File: src/rtl/div_arb_pkg.sv
// Shared types and helpers for the divider arbiter: FSM states, response
// record and the requester-ID width helper.
package div_arb_pkg;

    localparam int DEF_WIDTH       = 24;
    localparam int DEF_NUM_REQ     = 4;
    localparam int DEF_EXEC_CYCLES = 2;

    // Width of a requester index; never narrower than one bit.
    function automatic int id_w(input int num_req);
        return (num_req > 1) ? $clog2(num_req) : 1;
    endfunction

    localparam int DEF_ID_W = id_w(DEF_NUM_REQ);

    typedef enum logic [1:0] {
        IDLE = 2'd0,
        EXEC = 2'd1,
        RESP = 2'd2
    } div_arb_state_e;

    typedef struct packed {
        logic [DEF_ID_W-1:0]  id;
        logic [DEF_WIDTH-1:0] quotient;
        logic [DEF_WIDTH-1:0] remainder;
        logic                 div_zero;
    } div_rsp_t;

endpackage

File: src/rtl/div_arbiter_if.sv
// Request/response bundle between the FPU clients and the divider arbiter.
// master = client side, slave = arbiter side.
interface div_arbiter_if import div_arb_pkg::*; #(
    parameter int WIDTH   = DEF_WIDTH,
    parameter int NUM_REQ = DEF_NUM_REQ
);
    localparam int ID_W = id_w(NUM_REQ);

    logic [NUM_REQ-1:0]            req_valid;
    logic [NUM_REQ-1:0]            req_ready;
    logic [NUM_REQ-1:0][WIDTH-1:0] req_a;
    logic [NUM_REQ-1:0][WIDTH-1:0] req_b;
    logic                          rsp_valid;
    logic                          rsp_ready;
    logic [ID_W-1:0]               rsp_id;
    logic [WIDTH-1:0]              rsp_quotient;
    logic [WIDTH-1:0]              rsp_remainder;
    logic                          rsp_div_zero;
    logic                          busy;

    modport master (
        output req_valid, req_a, req_b, rsp_ready,
        input  req_ready, rsp_valid, rsp_id, rsp_quotient, rsp_remainder,
               rsp_div_zero, busy
    );

    modport slave (
        input  req_valid, req_a, req_b, rsp_ready,
        output req_ready, rsp_valid, rsp_id, rsp_quotient, rsp_remainder,
               rsp_div_zero, busy
    );

endinterface

File: src/rtl/comb_div.sv
// Combinational unsigned divider. Divide-by-zero returns all-ones quotient
// and the dividend as remainder. Timed as a multicycle path by its user.
module comb_div #(
    parameter int WIDTH = 24
) (
    input  logic [WIDTH-1:0] a,
    input  logic [WIDTH-1:0] b,
    output logic [WIDTH-1:0] quotient,
    output logic [WIDTH-1:0] remainder,
    output logic             div_zero
);

    // Truncating divide, with the zero-divisor case substituted.
    always_comb begin
        div_zero  = (b == '0);
        quotient  = '1;
        remainder = a;
        if (!div_zero) begin
            quotient  = a / b;
            remainder = a % b;
        end
    end

endmodule

File: src/rtl/rr_arbiter.sv
// Round-robin grant: first asserted request at or above ptr, wrapping.
// Purely combinational; the caller owns and advances the pointer.
module rr_arbiter import div_arb_pkg::*; #(
    parameter int NUM_REQ = DEF_NUM_REQ,
    parameter int ID_W    = id_w(NUM_REQ)
) (
    input  logic [NUM_REQ-1:0] req,
    input  logic [ID_W-1:0]    ptr,
    output logic [NUM_REQ-1:0] grant_onehot,
    output logic [ID_W-1:0]    grant_idx,
    output logic               any
);

    logic [ID_W-1:0] idx;

    // Scan NUM_REQ positions starting at ptr and keep the first hit.
    always_comb begin
        grant_onehot = '0;
        grant_idx    = '0;
        any          = 1'b0;
        idx          = '0;
        for (int k = 0; k < NUM_REQ; k++) begin
            idx = ID_W'((int'(ptr) + k) % NUM_REQ);
            if (!any && req[idx]) begin
                any               = 1'b1;
                grant_idx         = idx;
                grant_onehot[idx] = 1'b1;
            end
        end
    end

endmodule

File: src/rtl/div_arbiter.sv
// Shares one combinational divider among NUM_REQ clients with round-robin
// arbitration. Operands are registered on grant and held for EXEC_CYCLES
// clocks before the divider result is captured into the response registers.
//
//   state | meaning
//   IDLE  | arbitrate; accept one request when any is valid
//   EXEC  | operands held, divider settling; exec_cnt 0..EXEC_CYCLES-1
//   RESP  | response presented until rsp_ready
module div_arbiter import div_arb_pkg::*; #(
    parameter int WIDTH       = DEF_WIDTH,
    parameter int NUM_REQ     = DEF_NUM_REQ,
    parameter int EXEC_CYCLES = DEF_EXEC_CYCLES
) (
    input  logic          clk,
    input  logic          rst_n,
    div_arbiter_if.slave  bus
);

    localparam int ID_W  = id_w(NUM_REQ);
    localparam int CNT_W = (EXEC_CYCLES > 1) ? $clog2(EXEC_CYCLES) : 1;
    localparam logic [CNT_W-1:0] CNT_LAST = CNT_W'(EXEC_CYCLES - 1);
    localparam logic [ID_W-1:0]  PTR_LAST = ID_W'(NUM_REQ - 1);

    div_arb_state_e     state_q, state_d;
    logic [CNT_W-1:0]   exec_cnt;
    logic [ID_W-1:0]    rr_ptr;
    logic [ID_W-1:0]    ptr_next;

    logic [WIDTH-1:0]   op_a, op_b;
    logic [ID_W-1:0]    op_id;

    logic               rsp_valid_q;
    logic [ID_W-1:0]    rsp_id_q;
    logic [WIDTH-1:0]   rsp_quot_q, rsp_rem_q;
    logic               rsp_dz_q;

    logic [NUM_REQ-1:0] grant_onehot;
    logic [ID_W-1:0]    grant_idx;
    logic               grant_any;
    logic               accept;
    logic               exec_last;

    logic [WIDTH-1:0]   div_quot, div_rem;
    logic               div_dz;

    rr_arbiter #(.NUM_REQ(NUM_REQ), .ID_W(ID_W)) u_rr (
        .req          (bus.req_valid),
        .ptr          (rr_ptr),
        .grant_onehot (grant_onehot),
        .grant_idx    (grant_idx),
        .any          (grant_any)
    );

    // Fed only from the operand registers so the inputs stay still for EXEC.
    comb_div #(.WIDTH(WIDTH)) u_div (
        .a         (op_a),
        .b         (op_b),
        .quotient  (div_quot),
        .remainder (div_rem),
        .div_zero  (div_dz)
    );

    assign ptr_next = (grant_idx == PTR_LAST) ? '0 : grant_idx + 1'b1;

    // State register.
    always_ff @(posedge clk) begin
        if (!rst_n) state_q <= IDLE;
        else        state_q <= state_d;
    end

    // Next-state and handshake strobes.
    always_comb begin
        state_d   = state_q;
        accept    = 1'b0;
        exec_last = 1'b0;
        case (state_q)
            IDLE: begin
                if (grant_any) begin
                    accept  = 1'b1;
                    state_d = EXEC;
                end
            end
            EXEC: begin
                if (exec_cnt == CNT_LAST) begin
                    exec_last = 1'b1;
                    state_d   = RESP;
                end
            end
            RESP: begin
                if (bus.rsp_ready) state_d = IDLE;
            end
            default: state_d = IDLE;
        endcase
    end

    // Operand capture, pointer advance, exec counter and response registers.
    always_ff @(posedge clk) begin
        if (!rst_n) begin
            rr_ptr      <= '0;
            exec_cnt    <= '0;
            op_a        <= '0;
            op_b        <= '0;
            op_id       <= '0;
            rsp_valid_q <= 1'b0;
            rsp_id_q    <= '0;
            rsp_quot_q  <= '0;
            rsp_rem_q   <= '0;
            rsp_dz_q    <= 1'b0;
        end else begin
            if (accept) begin
                op_a   <= bus.req_a[grant_idx];
                op_b   <= bus.req_b[grant_idx];
                op_id  <= grant_idx;
                rr_ptr <= ptr_next;
            end
            if (state_q == EXEC) begin
                exec_cnt <= exec_last ? '0 : exec_cnt + 1'b1;
            end
            if (exec_last) begin
                rsp_valid_q <= 1'b1;
                rsp_id_q    <= op_id;
                rsp_quot_q  <= div_quot;
                rsp_rem_q   <= div_rem;
                rsp_dz_q    <= div_dz;
            end else if (state_q == RESP && bus.rsp_ready) begin
                rsp_valid_q <= 1'b0;
            end
        end
    end

    // Ready only while arbitrating, so rsp_ready never reaches req_ready.
    assign bus.req_ready     = accept ? grant_onehot : '0;
    assign bus.busy          = (state_q != IDLE);
    assign bus.rsp_valid     = rsp_valid_q;
    assign bus.rsp_id        = rsp_id_q;
    assign bus.rsp_quotient  = rsp_quot_q;
    assign bus.rsp_remainder = rsp_rem_q;
    assign bus.rsp_div_zero  = rsp_dz_q;

endmodule
File: src/flat_wrapper.sv
// flat-port wrapper written by rule: the top's interface ports become plain ports
module div_arbiter_flat import div_arb_pkg::*;
#(
    parameter int WIDTH       = DEF_WIDTH,
    parameter int NUM_REQ     = DEF_NUM_REQ,
    parameter int EXEC_CYCLES = DEF_EXEC_CYCLES
)
  (clk, rst_n, bus_req_valid, bus_req_a, bus_req_b, bus_rsp_ready, bus_req_ready, bus_rsp_valid, bus_rsp_id, bus_rsp_quotient, bus_rsp_remainder, bus_rsp_div_zero, bus_busy);
  div_arbiter_if #(.WIDTH(WIDTH), .NUM_REQ(NUM_REQ)) bus_i ();
  input  logic clk;
  input  logic rst_n;
  input wire logic [$bits(bus_i.req_valid)-1:0] bus_req_valid;
  input wire logic [$bits(bus_i.req_a)-1:0] bus_req_a;
  input wire logic [$bits(bus_i.req_b)-1:0] bus_req_b;
  input wire logic [$bits(bus_i.rsp_ready)-1:0] bus_rsp_ready;
  output wire logic [$bits(bus_i.req_ready)-1:0] bus_req_ready;
  output wire logic [$bits(bus_i.rsp_valid)-1:0] bus_rsp_valid;
  output wire logic [$bits(bus_i.rsp_id)-1:0] bus_rsp_id;
  output wire logic [$bits(bus_i.rsp_quotient)-1:0] bus_rsp_quotient;
  output wire logic [$bits(bus_i.rsp_remainder)-1:0] bus_rsp_remainder;
  output wire logic [$bits(bus_i.rsp_div_zero)-1:0] bus_rsp_div_zero;
  output wire logic [$bits(bus_i.busy)-1:0] bus_busy;
  assign bus_i.req_valid = bus_req_valid;
  assign bus_i.req_a = bus_req_a;
  assign bus_i.req_b = bus_req_b;
  assign bus_i.rsp_ready = bus_rsp_ready;
  assign bus_req_ready = bus_i.req_ready;
  assign bus_rsp_valid = bus_i.rsp_valid;
  assign bus_rsp_id = bus_i.rsp_id;
  assign bus_rsp_quotient = bus_i.rsp_quotient;
  assign bus_rsp_remainder = bus_i.rsp_remainder;
  assign bus_rsp_div_zero = bus_i.rsp_div_zero;
  assign bus_busy = bus_i.busy;
  div_arbiter #(.WIDTH(WIDTH), .NUM_REQ(NUM_REQ), .EXEC_CYCLES(EXEC_CYCLES)) u_core (.clk(clk), .rst_n(rst_n), .bus(bus_i));
endmodule
File: config.mk
export PLATFORM = sky130hd
export DESIGN_NAME = div_arbiter_flat
export DESIGN_NICKNAME = d
export VERILOG_FILES = /design/src/rtl/div_arb_pkg.sv /design/src/rtl/div_arbiter_if.sv /design/src/rtl/comb_div.sv /design/src/rtl/rr_arbiter.sv /design/src/rtl/div_arbiter.sv /design/src/flat_wrapper.sv
export SDC_FILE = /design/constraint.sdc
export NUM_CORES = 1
export LEC_CHECK = 0
export BUFFER_PORTS_ARGS = -buffer_cell sky130_fd_sc_hd__buf_2
export CAP_MARGIN = 25
export CORE_MARGIN = 2
export CORE_UTILIZATION = 50
export CTS_BUF_LIST = sky130_fd_sc_hd__clkbuf_8
export CTS_CLUSTER_DIAMETER = 60
export DETAILED_ROUTE_END_ITERATION = 12
export PLACE_DENSITY = 0.76
export SYNTH_ARGS = -nofsm -noshare
export SYNTH_HDL_FRONTEND = slang
export SYNTH_SLANG_ARGS = --single-unit
File: constraint.sdc
create_clock -name clk -period 46.1 [get_ports clk]
set_input_delay 9.22 -clock clk [delete_from_list [all_inputs] [get_ports clk]]
set_output_delay 9.22 -clock clk [all_outputs]
set_load 0.005 [all_outputs]
[Yosys cells after proc, flatten, opt, wreduce, memory -nomap -nowiden]
Index checks and enable logic that the tools add are counted.
Operators by class
  $add $sub $neg: 5
  div/mod/pow operators: 2
  $lt $le $gt $ge: 9
  eq/ne operators: 6
  mux-type cells: 47
  bitwise gates (word level): 3
  reduce and logical (&&, ||, !) cells: 16
Operators by type and width (number)
  24-bit binary-select mux with 2-bit select: 2
  24-bit 2-to-1 mux: 4
  24-bit by 24-bit divider with 24-bit output: 1
  24-bit logical NOT: 1
  24-bit by 24-bit modulo with 24-bit output: 1
  4-bit 2-to-1 mux: 5
  1-bit 2-to-1 mux: 19
  2-bit 2-to-1 mux: 8
  2-bit by 3-bit < comparator with 1-bit output (second input constant): 5
  4-bit OR: 3
  1-bit binary-select mux with 2-bit select: 4
  1-bit demux with 2-bit select: 4
  2-bit by 1-bit greater-or-equal comparator with 1-bit output (second input constant): 4
  1-bit logical AND: 8
  2-bit case mux with 3 select lines: 1
  2-bit by 1-bit adder with 2-bit output (second input constant): 2
  2-bit adder (second input constant): 2
  2-bit == test (second input constant): 2
  2-bit by 1-bit inequality test with 1-bit output (second input constant): 2
  2-bit nonzero test: 2
  1-bit logical NOT: 3
  3-bit AND reduction: 1
  2-bit by 1-bit == test with 1-bit output (second input constant): 1
  2-bit logical NOT: 1
  2 further kinds: 2
Storage, ports and cells
  flip-flop bits (word level): 107
  bits of input ports: 199

[Longest topological paths before layout]
  depth after elaboration: 15
  mapped depth: 237

[Modules after synthesis]
Synthesis repeated with hierarchy kept, for this count alone.
Second synthesis, totals
  cell total of the unflattened synthesis: 3046
  area, all modules: 22622.9 µm²
By module, submodules not included
  comb_div: times used 1, cells an instance 2573, area an instance 17347.9 µm², sequential area each 0.0 µm²
  div_arbiter: times used 1, cells an instance 428, area an instance 4855.9 µm², sequential area each 2142.1 µm²
  rr_arbiter: times used 1, cells an instance 45, area an instance 419.2 µm², sequential area each 0.0 µm²

[Least setup slack after synthesis]
No wires, ideal clock.
  path kind: reg2reg
  from: register u_core.op_b[9]
  to: register u_core.rsp_rem_q[16], in the netlist u_core.bus.rsp_remainder[16]
  library setup time: 0.070 ns
  data arrival time: 48.620 ns
  required time: 46.030 ns
  path slack: -2.590 ns
  cell stages (with the launch flop): 217
  buffers on the path: 25
  cells stage by stage: dfxtp_1 or4_1 or2_2 or3_1 nor2_1 a21oi_1 a21oi_1 ha_1 o21a_1 o32a_1 nor4_1 o22a_1 ha_1 or2_2 o311a_1 nand2_1 nand2_1 o21ai_0 [... 181 more ...] o21ai_0 o21ai_0 nand2_1 clkbuf_1 clkbuf_1 o22ai_1 or2_2 ha_1 and4_1 a221oi_2 o221a_2 a21oi_1 o41ai_1 a32oi_1 nor2_1 nand2_1 o221a_2 a21oi_1
Between the ends
  longest elaborated chain between the ends: 2
  elaborated cells between the ends (all ways): 3
RTL lines
  start: declaration: RTL line div_arbiter.sv:29  | logic [WIDTH-1:0] op_a, op_b;
  start signal: assignment: RTL line div_arbiter.sv:112  | op_b <= bus.req_b[grant_idx];
  24-bit by 24-bit modulo with 24-bit output or 24-bit logical NOT (tied branches): RTL line comb_div.sv:20, comb_div.sv:15
  24-bit 2-to-1 mux *: RTL line comb_div.sv:18  | if (!div_zero) begin
  end signal: assignment: RTL line div_arbiter.sv:123  | rsp_rem_q <= div_rem;
  end: declaration: RTL line div_arbiter.sv:34  | logic [WIDTH-1:0] rsp_quot_q, rsp_rem_q;
Every way passes the cells marked *; elsewhere a longest branch is shown, timed or not.
A chain may end at the register's enable or synchronous reset.

[Worst setup path after layout]
  from: register u_core.op_b[12]
  to: register u_core.rsp_rem_q[13], in the netlist u_core.bus.rsp_remainder[13]
Same word-level chain as after synthesis.

==> impl.org <==
** Outcome
- Outcome :: finished clean

** Critical path
- STA puts the critical path data required time at 46490 ps.
- On the worst path, the slowest cell contributes a delay of a little under 600 ps.
- For this design, the slowest cell found on the critical path is sky130_fd_sc_hd__or4_4.
- Critical path start-end classification :: reg2reg
- Largest delay share family, worst path :: compound AO/OA/AOI/OAI gates
- Among the stages of the critical path, the cell type that occurs most often is sky130_fd_sc_hd__ha_1.
- Together, buffers and inverters on the worst path number 24.
- Largest fanout of any net on the critical path :: 15
- Nature of the critical path endpoint :: flop
- Worst endpoint data arrival time :: 45190 ps
- In this run the register-to-register setup slack is 1290 ps.
- Critical path startpoint category :: flop

** Final layout
- The final layout contains 4309 nets.
- Most frequent cells in the layout :: 351 x sky130_fd_sc_hd__nand2_1, 351 x sky130_fd_sc_hd__buf_4, 295 x sky130_fd_sc_hd__nor2_1, 293 x sky130_fd_sc_hd__ha_1, 291 x sky130_fd_sc_hd__a21oi_1
- Excluding fillers, the count of instances in the completed layout stands at 4410.
- Layout overhead on the synthesized area :: 25.5%
- After routing the design area is 29000 sq um.
- In the final layout, the share of cells above drive strength 1 is 0.254.
- For this run, the share of the core covered by cells in the final layout is 0.637.

** Drt
- Met3 wire length :: 9980 microns
- For this run, design rule violations remaining after detail routing come to 0.
- After detailed routing, the average wire length per cell comes to ~23 microns.
- In the final routing, the length of wire on met1 measures between 30000 and 40000 microns.
- Before antenna repair, the detailed router went through 8 iterations.
- Detail Route met2 WL :: 42900 microns
- Topmost layer with routed signal wires :: met4
- Dividing the detail-routed via count by the number of cells gives around 6.5.
- WL final :: 99800 microns
- The detailed router finished its first iteration with 3192 violations.
- Across all layers, the routed design uses 28800 vias.
- Final antenna-violating net count :: 0

** Clock tree
- The H-tree was split into 3 levels.
- The tree is rooted in a sky130_fd_sc_hd__clkbuf_8.
- Clock tree synthesis found a total of 107 sinks.
- Hold buffer count at CTS :: 0
- TritonCTS built the clock tree.
- After clock tree synthesis, the clock-pin slew on the worst setup and hold paths is 120 ps.
- Clock latency on the worst-skew pair :: 500 ps
- In this run the deepest clock path goes through 2 buffers.
- In this run, CTS created clock tree buffers numbering 9.

** STA
- Across all hold checks on the routed design, the worst slack comes to around 470 ps.
- Highest clock rate :: between 20 and 25 MHz
- At the pin with the least slew margin, the transition time is 1030 ps.
- For the final database, setup skew stands at 46.4 ps.
- The number of max-slew violations in the final report is 0.
- Slew Limit Headroom :: 0.314
- Number of endpoints with negative hold slack in the final report :: 0
- Counting I/O delays and the setup requirement, the final critical path takes 44810 ps.
- Post-route fraction of the period consumed by the critical path :: 0.972
- Setup violations remaining at the end of the flow were counted as 0.

** GRT
- Entering global routing, the biggest net connects between 90 and 100 pins.
- Across every metal layer, demand over resource in global routing totals 0.395.
- The via count of the first global-routing pass is 26300.
- Grt total ovfl :: 0
- The number of antenna violations at the first check in global routing was 6.
- The first global-routing pass estimated 147000 microns of wire.

** Worst hold path
- The worst hold path belongs to the class reg2reg.

** Floorplan
- Die Height :: 219 microns
- During I/O placement, the number of pins put on the boundary was 256.
- The die is around 220 microns wide.
- The initial utilization of the core area, before any placement, comes to 0.507.
- The floorplan has 78 rows.
- Core region area :: around 45000 sq um
- Die area :: 47900 sq um

** Logic synthesis
- Number of enable flip-flop cells after synthesis :: 0
- The synthesized netlist occupies a cell area of 23100 sq um.
- Most frequently used flop master after synthesis :: sky130_fd_sc_hd__dfxtp_1
- A synthesized cell averages 6.93 sq um.
- Yosys reg bits :: 107
- Synthesis instantiated 99 different standard cells from the library.
- Yosys printed 0 warnings.
- Part of the Yosys area used for sequential elements :: 0.0928
- After technology mapping, the gate count stands at 3328.
- Net count after synthesis :: 3837
- Proportion of synthesized flip-flops having asynchronous set or reset :: 0

** Place
- Count of port buffers added during placement :: 255
- At the end of routability-driven placement, the weighted congestion stood at 1.06.
- Including well taps, the total number of placed cells is 4328.
- Area post-placement :: 26900 sq um
- Half-perimeter wire length after placement :: between 70000 and 80000 microns

** Job
- The tool flagged a number of max-cap violations equal to 0.
## worst register-to-register path: cells and delay by family, from the launching register on
kind                     cells  cell delay [ps]
AND/OR/NAND/NOR             54            10490
adder cells (fa/ha/maj)     23             7000
buffers and inverters       24             3540
flip-flops                   1              370
multiplexers                 5             1810
AO/OA/AOI/OAI              102            21470
XOR/XNOR                     1              110
## Yosys cell counts, types with 9 or more instances
cell type | n | share of area
sky130_fd_sc_hd__ha_1 | 309 | 0.17
sky130_fd_sc_hd__o21ai_1 | 17 | 0.0037
sky130_fd_sc_hd__nand2b_1 | 25 | 0.0068
sky130_fd_sc_hd__a31o_2 | 9 | 0.0034
sky130_fd_sc_hd__dfxtp_1 | 107 | 0.093
sky130_fd_sc_hd__and3_1 | 27 | 0.0073
sky130_fd_sc_hd__nor2b_1 | 18 | 0.0049
sky130_fd_sc_hd__o22ai_1 | 14 | 0.0038
sky130_fd_sc_hd__o21ai_0 | 190 | 0.041
sky130_fd_sc_hd__or3_1 | 43 | 0.012
sky130_fd_sc_hd__nand4_1 | 33 | 0.0089
sky130_fd_sc_hd__nor4_1 | 22 | 0.0060
sky130_fd_sc_hd__o31ai_1 | 29 | 0.0094
sky130_fd_sc_hd__and2_1 | 72 | 0.020
sky130_fd_sc_hd__nor3_1 | 86 | 0.019
sky130_fd_sc_hd__or2_2 | 36 | 0.0098
sky130_fd_sc_hd__or4_1 | 10 | 0.0033
sky130_fd_sc_hd__mux2_2 | 22 | 0.011
sky130_fd_sc_hd__a31oi_1 | 47 | 0.013
sky130_fd_sc_hd__nand3_1 | 86 | 0.019
sky130_fd_sc_hd__inv_1 | 132 | 0.021
sky130_fd_sc_hd__o211ai_1 | 38 | 0.012
sky130_fd_sc_hd__a41oi_1 | 11 | 0.0042
sky130_fd_sc_hd__a21o_1 | 99 | 0.032
sky130_fd_sc_hd__a311oi_1 | 52 | 0.020
sky130_fd_sc_hd__buf_2 | 9 | 0.0020
sky130_fd_sc_hd__nand2_1 | 360 | 0.059
sky130_fd_sc_hd__mux2i_1 | 23 | 0.010
sky130_fd_sc_hd__a21oi_1 | 320 | 0.069
sky130_fd_sc_hd__a211o_1 | 14 | 0.0053
sky130_fd_sc_hd__xor2_1 | 67 | 0.025
sky130_fd_sc_hd__a221oi_1 | 16 | 0.0061
sky130_fd_sc_hd__a22oi_1 | 12 | 0.0039
sky130_fd_sc_hd__buf_1 | 14 | 0.0023
sky130_fd_sc_hd__o21a_1 | 80 | 0.026
sky130_fd_sc_hd__o211a_1 | 10 | 0.0043
sky130_fd_sc_hd__o31a_1 | 9 | 0.0034
sky130_fd_sc_hd__a211oi_1 | 80 | 0.026
sky130_fd_sc_hd__nor2_1 | 311 | 0.051
sky130_fd_sc_hd__o21bai_1 | 29 | 0.0094
sky130_fd_sc_hd__xnor2_1 | 121 | 0.046
sky130_fd_sc_hd__clkbuf_1 | 134 | 0.022
sky130_fd_sc_hd__a21boi_0 | 18 | 0.0059
## routing by layer
layer  vias to the layer above  GRT usage
met3                       429     0.0665
li1                      13400          -
met1                     13300      0.491
met4                         0      0.273
met2                      1710      0.624
met5                         -          0
## cell type report
| type | count | area (sq um) |
|---|---|---|
| Sequential cell | 107 | 2140 |
| Inverter | 133 | 499 |
| Clock buffer | 10 | 138 |
| Antenna cell | 5 | 12.5 |
| Timing Repair Buffer | 620 | 4070 |
| Tap cell | 600 | 751 |
| Clock inverter | 6 | 58.8 |
| Multi-Input combinational cell | 2929 | 21300 |
| Fill cell | 4217 | 16500 |
## worst paths after layout
path | cells after the start | from | end
max | 209 | u_core.op_b[12] | u_core.bus.rsp_remainder[13]
min reg2reg | 2 | u_core.op_id[1] | u_core.bus.rsp_id[1]
max reg2reg | 209 | u_core.op_b[12] | u_core.bus.rsp_remainder[13]
min | 2 | u_core.op_id[1] | u_core.bus.rsp_id[1]
## flip-flops by register name (all words and copies together), names as in the netlist, 2 cells and up, named ones only
name	count
u_core.state_q	2
u_core.op_id	2
u_core.op_b	24
u_core.op_a	24
u_core.bus.rsp_id	2
u_core.bus.rsp_quotient	24
u_core.bus.rsp_remainder	24
## per-stage QoR
stage          TNS [ps]  setup slack, ps
6_report              0             1290
5_1_grt           -8890             -474
4_1_cts               0             9.85
3_5_place_dp     -34120            -1520
3_3_place_gp     -26030            -1210
2_1_floorplan         0             32.2
## logic make-up after synthesis
family,after synthesis,synth area share
mux,47,0.0220
flops,107,0.0928
xor+xnor,188,0.0714
compound gates,1227,0.361
simple gates,1157,0.236
buf+inv,292,0.0485
fa+ha+maj,310,0.168
## timing repair
item | CTS | global route
cloned | 0 | 2
setup endpoints to repair | 25 | 26
pin swaps | 2 | 85
buffers inserted | 1 | 58
resized for setup | 34 | 245
Power is not shown: default switching activity piles up to over one toggle a cycle in this logic, so the estimate is an artifact.
